### config.mk
export PLATFORM = sky130hd
export DESIGN_NAME = fetch_sequencer
export DESIGN_NICKNAME = d
export VERILOG_FILES = /design/src/rtl/core_pkg.sv /design/src/rtl/mem_wait_timer.sv /design/src/rtl/fetch_sequencer.sv
export SDC_FILE = /design/constraint.sdc
export NUM_CORES = 1
export LEC_CHECK = 0
export CAP_MARGIN = 25
export CORE_MARGIN = 1
export CORE_UTILIZATION = 45
export CTS_CLUSTER_DIAMETER = 40
export DETAILED_ROUTE_END_ITERATION = 8
export GPL_TIMING_DRIVEN = 1
export PLACE_DENSITY = 0.83
export SLEW_MARGIN = 5
export SYNTH_ARGS = -nofsm -noshare
export SYNTH_HDL_FRONTEND = slang
export SYNTH_SLANG_ARGS = --single-unit
### constraint.sdc
create_clock -name clk -period 5 [get_ports clk]
set_input_delay 0.75 -clock clk [delete_from_list [all_inputs] [get_ports clk]]
set_output_delay 0.75 -clock clk [all_outputs]
set_load 0.02 [all_outputs]
### src/rtl/core_pkg.sv
// Shared definitions for the 8-bit-instruction core: opcode encodings,
// fetch sequencer state enum and opcode classification helper.
package core_pkg;

  localparam logic [3:0] LB_OP   = 4'b0000;
  localparam logic [3:0] LHB_OP  = 4'b0001;
  localparam logic [3:0] STR_OP  = 4'b0011;
  localparam logic [3:0] ADD_OP  = 4'b0111;
  localparam logic [3:0] BEQ_OP  = 4'b1011;
  localparam logic [3:0] HALT_OP = 4'b1110;

  typedef enum logic [1:0] {
    IDLE    = 2'd0,
    RUN     = 2'd1,
    MEMWAIT = 2'd2,
    HALTED  = 2'd3
  } seq_state_t;

  function automatic logic is_mem_op(input logic [3:0] op);
    return (op == LB_OP) || (op == LHB_OP) || (op == STR_OP);
  endfunction

endpackage

### src/rtl/mem_wait_timer.sv
// Counts MEMWAIT cycles for the fetch sequencer; expired flags the cycle on
// which the running count reaches MEM_TIMEOUT.
module mem_wait_timer #(
  parameter int MEM_TIMEOUT = 15
) (
  input  logic clk,
  input  logic reset_n,
  input  logic clear,
  input  logic enable,
  output logic expired
);

  localparam logic [8:0] LIMIT = 9'(MEM_TIMEOUT);

  logic [7:0] count;
  logic [8:0] count_inc;

  // Compare the incremented value so the Nth stall cycle is the one that expires.
  assign count_inc = {1'b0, count} + 9'd1;
  assign expired   = (count_inc == LIMIT);

  always_ff @(posedge clk or negedge reset_n) begin
    if (!reset_n) begin
      count <= 8'd0;
    end else if (clear) begin
      count <= 8'd0;
    end else if (enable) begin
      count <= count_inc[7:0];
    end
  end

endmodule

### src/rtl/fetch_sequencer.sv
// Program counter owner and instruction issue sequencer.
// Optional FETCH_PERF_CNT_EN adds cycle_cnt / instr_cnt performance counters.
//
// Handshake: start is a single-cycle pulse honoured only in IDLE/HALTED;
// mem_req pulses for one cycle and mem_ack is sampled only in MEMWAIT.
module fetch_sequencer
  import core_pkg::*;
#(
  parameter int PC_W        = 16,
  parameter int MEM_TIMEOUT = 15
) (
  input  logic            clk,
  input  logic            reset_n,
  input  logic            start,
  input  logic [3:0]      opcode,
  input  logic            redirect,
  input  logic [PC_W-1:0] redirect_pc,
  input  logic            mem_ack,
  output logic [PC_W-1:0] pc,
  output logic            fetch_en,
  output logic            mem_req,
  output logic            busy,
  output logic            done,
  output logic            err,
  output seq_state_t      state_dbg
`ifdef FETCH_PERF_CNT_EN
  ,
  output logic [31:0]     cycle_cnt,
  output logic [31:0]     instr_cnt
`endif
);

  seq_state_t      state, state_next;
  logic [PC_W-1:0] pc_next;
  logic            err_next;
  logic            timer_clear, timer_en, timer_expired;
  logic            pc_at_max;

  assign pc_at_max = (pc == {PC_W{1'b1}});
  assign state_dbg = state;

  mem_wait_timer #(.MEM_TIMEOUT(MEM_TIMEOUT)) u_timer (
    .clk     (clk),
    .reset_n (reset_n),
    .clear   (timer_clear),
    .enable  (timer_en),
    .expired (timer_expired)
  );

  always_ff @(posedge clk or negedge reset_n) begin
    if (!reset_n) begin
      state <= IDLE;
      pc    <= '0;
      err   <= 1'b0;
    end else begin
      state <= state_next;
      pc    <= pc_next;
      err   <= err_next;
    end
  end

  always_comb begin
    state_next  = state;
    pc_next     = pc;
    err_next    = err;
    timer_clear = 1'b0;
    timer_en    = 1'b0;
    case (state)
      IDLE, HALTED: begin
        if (start) begin
          state_next = RUN;
          pc_next    = '0;
          err_next   = 1'b0;
        end
      end
      RUN: begin
        // HALT and memory opcodes take priority; their redirect is ignored.
        if (opcode == HALT_OP) begin
          state_next = HALTED;
        end else if (is_mem_op(opcode)) begin
          state_next  = MEMWAIT;
          timer_clear = 1'b1;
        end else if (redirect) begin
          pc_next = redirect_pc;
        end else begin
          pc_next = pc + 1'b1;
          if (pc_at_max) err_next = 1'b1;
        end
      end
      MEMWAIT: begin
        timer_en = 1'b1;
        if (mem_ack) begin
          state_next = RUN;
          pc_next    = pc + 1'b1;
          if (pc_at_max) err_next = 1'b1;
        end else if (timer_expired) begin
          state_next = HALTED;
          err_next   = 1'b1;
        end
      end
      default: state_next = IDLE;
    endcase
  end

  always_comb begin
    fetch_en = (state == RUN);
    mem_req  = (state == RUN) && is_mem_op(opcode) && (opcode != HALT_OP);
    busy     = (state == RUN) || (state == MEMWAIT);
    done     = (state == HALTED);
  end

`ifdef FETCH_PERF_CNT_EN
  logic restart;
  assign restart = start && ((state == IDLE) || (state == HALTED));

  // Saturating counters; both stop naturally in HALTED since busy is low.
  always_ff @(posedge clk or negedge reset_n) begin
    if (!reset_n) begin
      cycle_cnt <= 32'd0;
      instr_cnt <= 32'd0;
    end else if (restart) begin
      cycle_cnt <= 32'd0;
      instr_cnt <= 32'd0;
    end else begin
      if (busy && (cycle_cnt != 32'hFFFF_FFFF)) cycle_cnt <= cycle_cnt + 32'd1;
      if (fetch_en && (instr_cnt != 32'hFFFF_FFFF)) instr_cnt <= instr_cnt + 32'd1;
    end
  end
`endif

endmodule

## After elaboration in Yosys (flattened, before gate mapping)

Index checks and enable logic that the tools add are counted.

| cells by class | value |
|---|---|
| equal/unequal tests | 16 |
| add/subtract/negate cells | 2 |
| muxes and demuxes | 26 |
| reduce and logical (&&, ||, !) cells | 12 |

Operators by type and width:

| operator | count |
|---|---|
| 2-to-1 mux 16 bit | 5 |
| one-hot mux 16 bit (3 select lines) | 1 |
| adder 16 x 1 -> 16 bit (second input constant) | 1 |
| equality test 16 bit (second input constant) | 1 |
| 2-to-1 mux 8 bit | 2 |
| 2-to-1 mux 1 bit | 11 |
| 2-to-1 mux 2 bit | 5 |
| != test 2 bit (second input constant) | 5 |
| adder 8 x 1 -> 9 bit (second input constant) | 1 |
| equality test 9 x 4 -> 1 bit (second input constant) | 1 |
| one-hot mux 2 bit (3 select lines) | 1 |
| AND reduction 5 bit | 1 |
| equality test 2 bit (second input constant) | 2 |
| equality test 4 x 1 -> 1 bit (second input constant) | 1 |
| equality test 4 x 2 -> 1 bit (second input constant) | 1 |
| equality test 4 bit (second input constant) | 1 |
| zero test 4 bit | 1 |
| != test 4 bit (second input constant) | 1 |
| AND reduction 4 bit | 1 |
| logical OR 1 bit | 3 |
| != test 3 x 1 -> 1 bit (second input constant) | 1 |
| != test 3 bit (second input constant) | 1 |
| one-hot mux 1 bit (3 select lines) | 1 |
| AND reduction 3 bit | 1 |
| 5 further kinds | 6 |

| storage, ports and cells | value |
|---|---|
| input port bits | 25 |
| logic and storage cells | 60 |
| flip-flop bits (word level) | 27 |

## Longest topological paths before layout

| depth | value |
|---|---|
| word-level depth | 7 |
| gate-level depth with buffers | 9 |
| gate-level depth less buffers | 8 |

## Cells and area by module

From an unflattened synthesis, not the netlist that was laid out.

| unflattened totals | value |
|---|---|
| cells, all modules | 207 |
| area total of the unflattened synthesis | 1778.0 µm² |

By module, submodules not included:

| module | sequential area each (µm²) | times used | area an instance (µm²) | cells an instance |
|---|---|---|---|---|
| fetch_sequencer | 475.5 | 1 | 1318.8 | 157 |
| mem_wait_timer | 200.2 | 1 | 459.2 | 50 |

## Worst setup path before layout

OpenSTA, ideal clock, no wires.

| path | value |
|---|---|
| kind | reg-to-output |
| from | reg state[1], in the netlist state_dbg[1] |
| to | out mem_req |
| cell stages (with the launch flop) | 6 |
| data required time | 4.250 ns |
| path slack | 2.179 ns |
| arrival time | 2.071 ns |
| path through | dfrtp_1 inv_1 ha_1 buf_2 inv_1 nor3_1 |

| between the ends | value |
|---|---|
| word-level cells in the longest chain between the ends | 3 |

Ends and longest elaborated chain:

| element | RTL line | source |
|---|---|---|
| from (decl) | fetch_sequencer.sv:33 | `seq_state_t state, state_next;` |
| from (signal assigned) | fetch_sequencer.sv:56 | `state <= state_next;` |
| equality test 2 x 1 -> 1 bit | - |  |
| net fetch_en | fetch_sequencer.sv:20 | `output logic fetch_en,` |
| logical AND 1 bit (2 in a row) | fetch_sequencer.sv:107 | `mem_req = (state == RUN) && is_mem_op(opcode) && (opcode != HALT_OP);` |
| to (decl) | fetch_sequencer.sv:21 | `output logic mem_req,` |

The timed path passes the listed nets, and every way through them passes these cells.

## Final worst setup path

| path | value |
|---|---|
| from | reg state[1], in the netlist state_dbg[1] |
| to | out mem_req |

| between the ends | value |
|---|---|
| word-level cells in the longest chain between the ends | 3 |

Ends and longest elaborated chain:

| element | RTL line |
|---|---|
| equality test 2 x 1 -> 1 bit | fetch_sequencer.sv:107 |
| logical AND 1 bit (2 in a row) | fetch_sequencer.sv:107 |

Every way passes these cells.

==> run summary <==
status: complete, no violations
WS Path Type: flip-flop to output pin
most frequent cells in the layout: clkdlybuf4s50_1, dfrtp_1, nand2_1
fin area: 2390 um^2
proportion of synthesized area in mux cells: 1.71%
Synth warnings: 0
dpl hpwl: 3.10 mm
CTS tree: yes
total wire length: 4.27 mm
hold_buf cts: 0
Post-synth EDFFs: 0
number of clock sinks: 27
core box area: 3770 um^2
Yosys reg bits: 27
Critical Path Source Type: flip-flop
antenna violations before repair: 0
Synth cell types: 51
cells on worst reg2reg path: 7
GRT Util Overall: 21.3%
Skew-Pair Late Insertion Delay: 0.28 ns
drt wl/cell: 14.5 um
Lkg Pwr: 0.976 nW
ys flop type: dfrtp_1
die height: 65.8 um
Placed Area: 2340 um^2
H-tree depth: 1
RD Place Congestion: 0.824
post-CTS setup buffer count: 0
pre-CTS setup slack: 1.88 ns
global-route wire length before repair: 7.24 mm
Setup Skew: 0.00955 ns
Port Buffers: 47
setup TNS: 0 ns
Initial Util: 48.6%
post-route ant nets: 0
Mapped Area: 1830 um^2
Least-Margin Pin Slew: 0.879 ns
reg2reg setup slack: 2.45 ns
via count: 1703
Row Count: 22
max frequency: 315 MHz
main combinational cell family by area after synthesis: compound AO/OA/AOI/OAI gates
share of flip-flops with an asynchronous set or reset: 100%
Setup crit start: state_dbg[1]
RSZ-0062 raised after global routing: false
# setup viols final: 0
Post-Synth XOR/XNOR Area: 6.22%
leading post-synthesis cells by cell area: dfrtp_1, xor2_1, nand2_1, ha_1, nand3_1
worst flop-to-flop path startpoint: state_dbg[0]
share of cells above drive strength 1: 6.50%
VDD IR-drop max: 0.000263 V
Ports: 48
R2R Path End: pc[15]
post-DR vias/cell: 5.79
TritonCTS buffer count: 3
Layout area overhead: 30.7%
largest net degree at the start of global routing: 28
Gate Count Post-Synth: 199
diode count: 0
gr ovfl total: 0
Synth Area in Simple Gates: 21.7%
clock-pin slew on the worst setup and hold paths: 0.09 ns
synthesized-area fraction occupied by adder cells: 4.10%
biggest area consumer among synthesized cells: dfrtp_1
PnR worst setup slack: 1.83 ns
post-synthesis compound-gate area fraction: 25.3%
CTS resizes: 0
final net count: 278
CTS root buf: clkbuf_8
TritonRoute pass-1 iters: 4
Clock Path Buffers: 2
Setup crit end: mem_req
Avg Cell Area, Syn: 9.20 um^2
fin crit period: 3.17 ns
Final Max Tran Viols: 0
Max-Cap Viols: 0
Worst Setup End Kind: output pin
crit path DAT: 2.42 ns
Seq/Total Area, Yosys: 36.9%
most common cell after layout, fill and taps aside: clkdlybuf4s50_1
# DRC: 0
relative slew slack: 41.3%
Power Density: 535 nW/um^2
Die Area: 4330 um^2
final worst path period share: 63.4%
vias in the first global route: 1610
Finished Layout Cells: 294
syn nets: 230
Hold Fails Final Rpt: 0
initial DRC count: 119
Hold WC Path Type: flip-flop to flip-flop
Placed Cells: 290
total power: 1.28 mW
top-area cell type share of the netlist area: 36.9%
Die Width: 65.8 um
# fillers: 349
Crit Path Max Fanout: 10
CP required: 4.25 ns
==> logic make-up after synthesis <==
logic type,count (synthesis)
AOI/OAI and AO/OA,56
xor gates and xnor gates,13
adders and majority gates,6
buffers and inverters,17
DFF,27
muxes,3
and+or+nand+nor,77
==> cell type report <==
cell class	instances	area (um^2)	share of cell area (%)
multi-input cells	155	1080	45.2
flip-flops and latches	27	676	28.2
repair buffers	49	485	20.3
well taps	48	60.1	2.51
clock buffers	3	41.3	1.73
inverters	11	41.3	1.73
clock inverters	1	8.76	0.366
==> worst min-delay path by stage <==
stage / start / end / cells after the start
global placement: pc[13] / pc[13] / 1
finish: pc[13] / pc[13] / 1
global route: pc[13] / pc[13] / 1
detailed placement: pc[13] / pc[13] / 1
floorplan: reset_n / err / 0
CTS: pc[13] / pc[13] / 1
==> registers in the layout, indices dropped and copies added, names as in the netlist <==
| name | cells |
|---|---|
| err | 1 |
| pc | 16 |
| state_dbg | 2 |
| u_timer.count | 8 |
==> per-layer routing <==
metal / part of all wire, % / routed length [um] / GRT usage (%)
met1: 47 / 2000 / 28.7
met2: 47 / 2020 / 36.6
met3: 5.3 / 228 / 2.41
met4: 0.35 / 15 / 4.35
met5: 0 / 0 / 0
==> power by group <==
| group | internal, mW | switching, mW | leakage (nW) |
|---|---|---|---|
| registers | 0.301 | 0.126 | 0.362 |
| logic | 0.314 | 0.408 | 0.588 |
| clock network | 0.0585 | 0.0728 | 0.0261 |
| total | 0.673 | 0.607 | 0.976 |
==> stage by stage <==
stage                     util [%]  hold slack, ns
after CTS                     63.5           0.580
after floorplan                  -           0.454
after global placement        62.1           0.563
final                         63.5           0.575
after global routing          63.5           0.602
after detailed placement      62.1           0.560
==> cells in the mapped netlist, types with 2 or more instances <==
library cell	n
nand4_1	2
xnor2_1	2
a22oi_1	3
o311ai_0	6
a221o_1	2
mux2i_1	2
nand3b_1	2
nor2_1	15
buf_2	3
and3_1	5
nand2b_1	3
a32o_1	3
o31ai_1	2
a21o_1	3
o21ai_0	13
nand2_1	23
nor2b_1	3
ha_1	6
xor2_1	11
dfrtp_1	27
and2_1	2
a21oi_1	3
a22o_1	7
inv_1	11
clkbuf_1	2
nand3_1	13
==> critical path, cell delays in order (launching register included) <==
cell	delay (ns)
dfrtp_1	0.44
inv_1	0.07
ha_1	0.38
inv_1	0.23
nor3_1	0.22
buf_4	0.19
clkdlybuf4s50_1	0.61
Power figures use the tool's default switching activity.
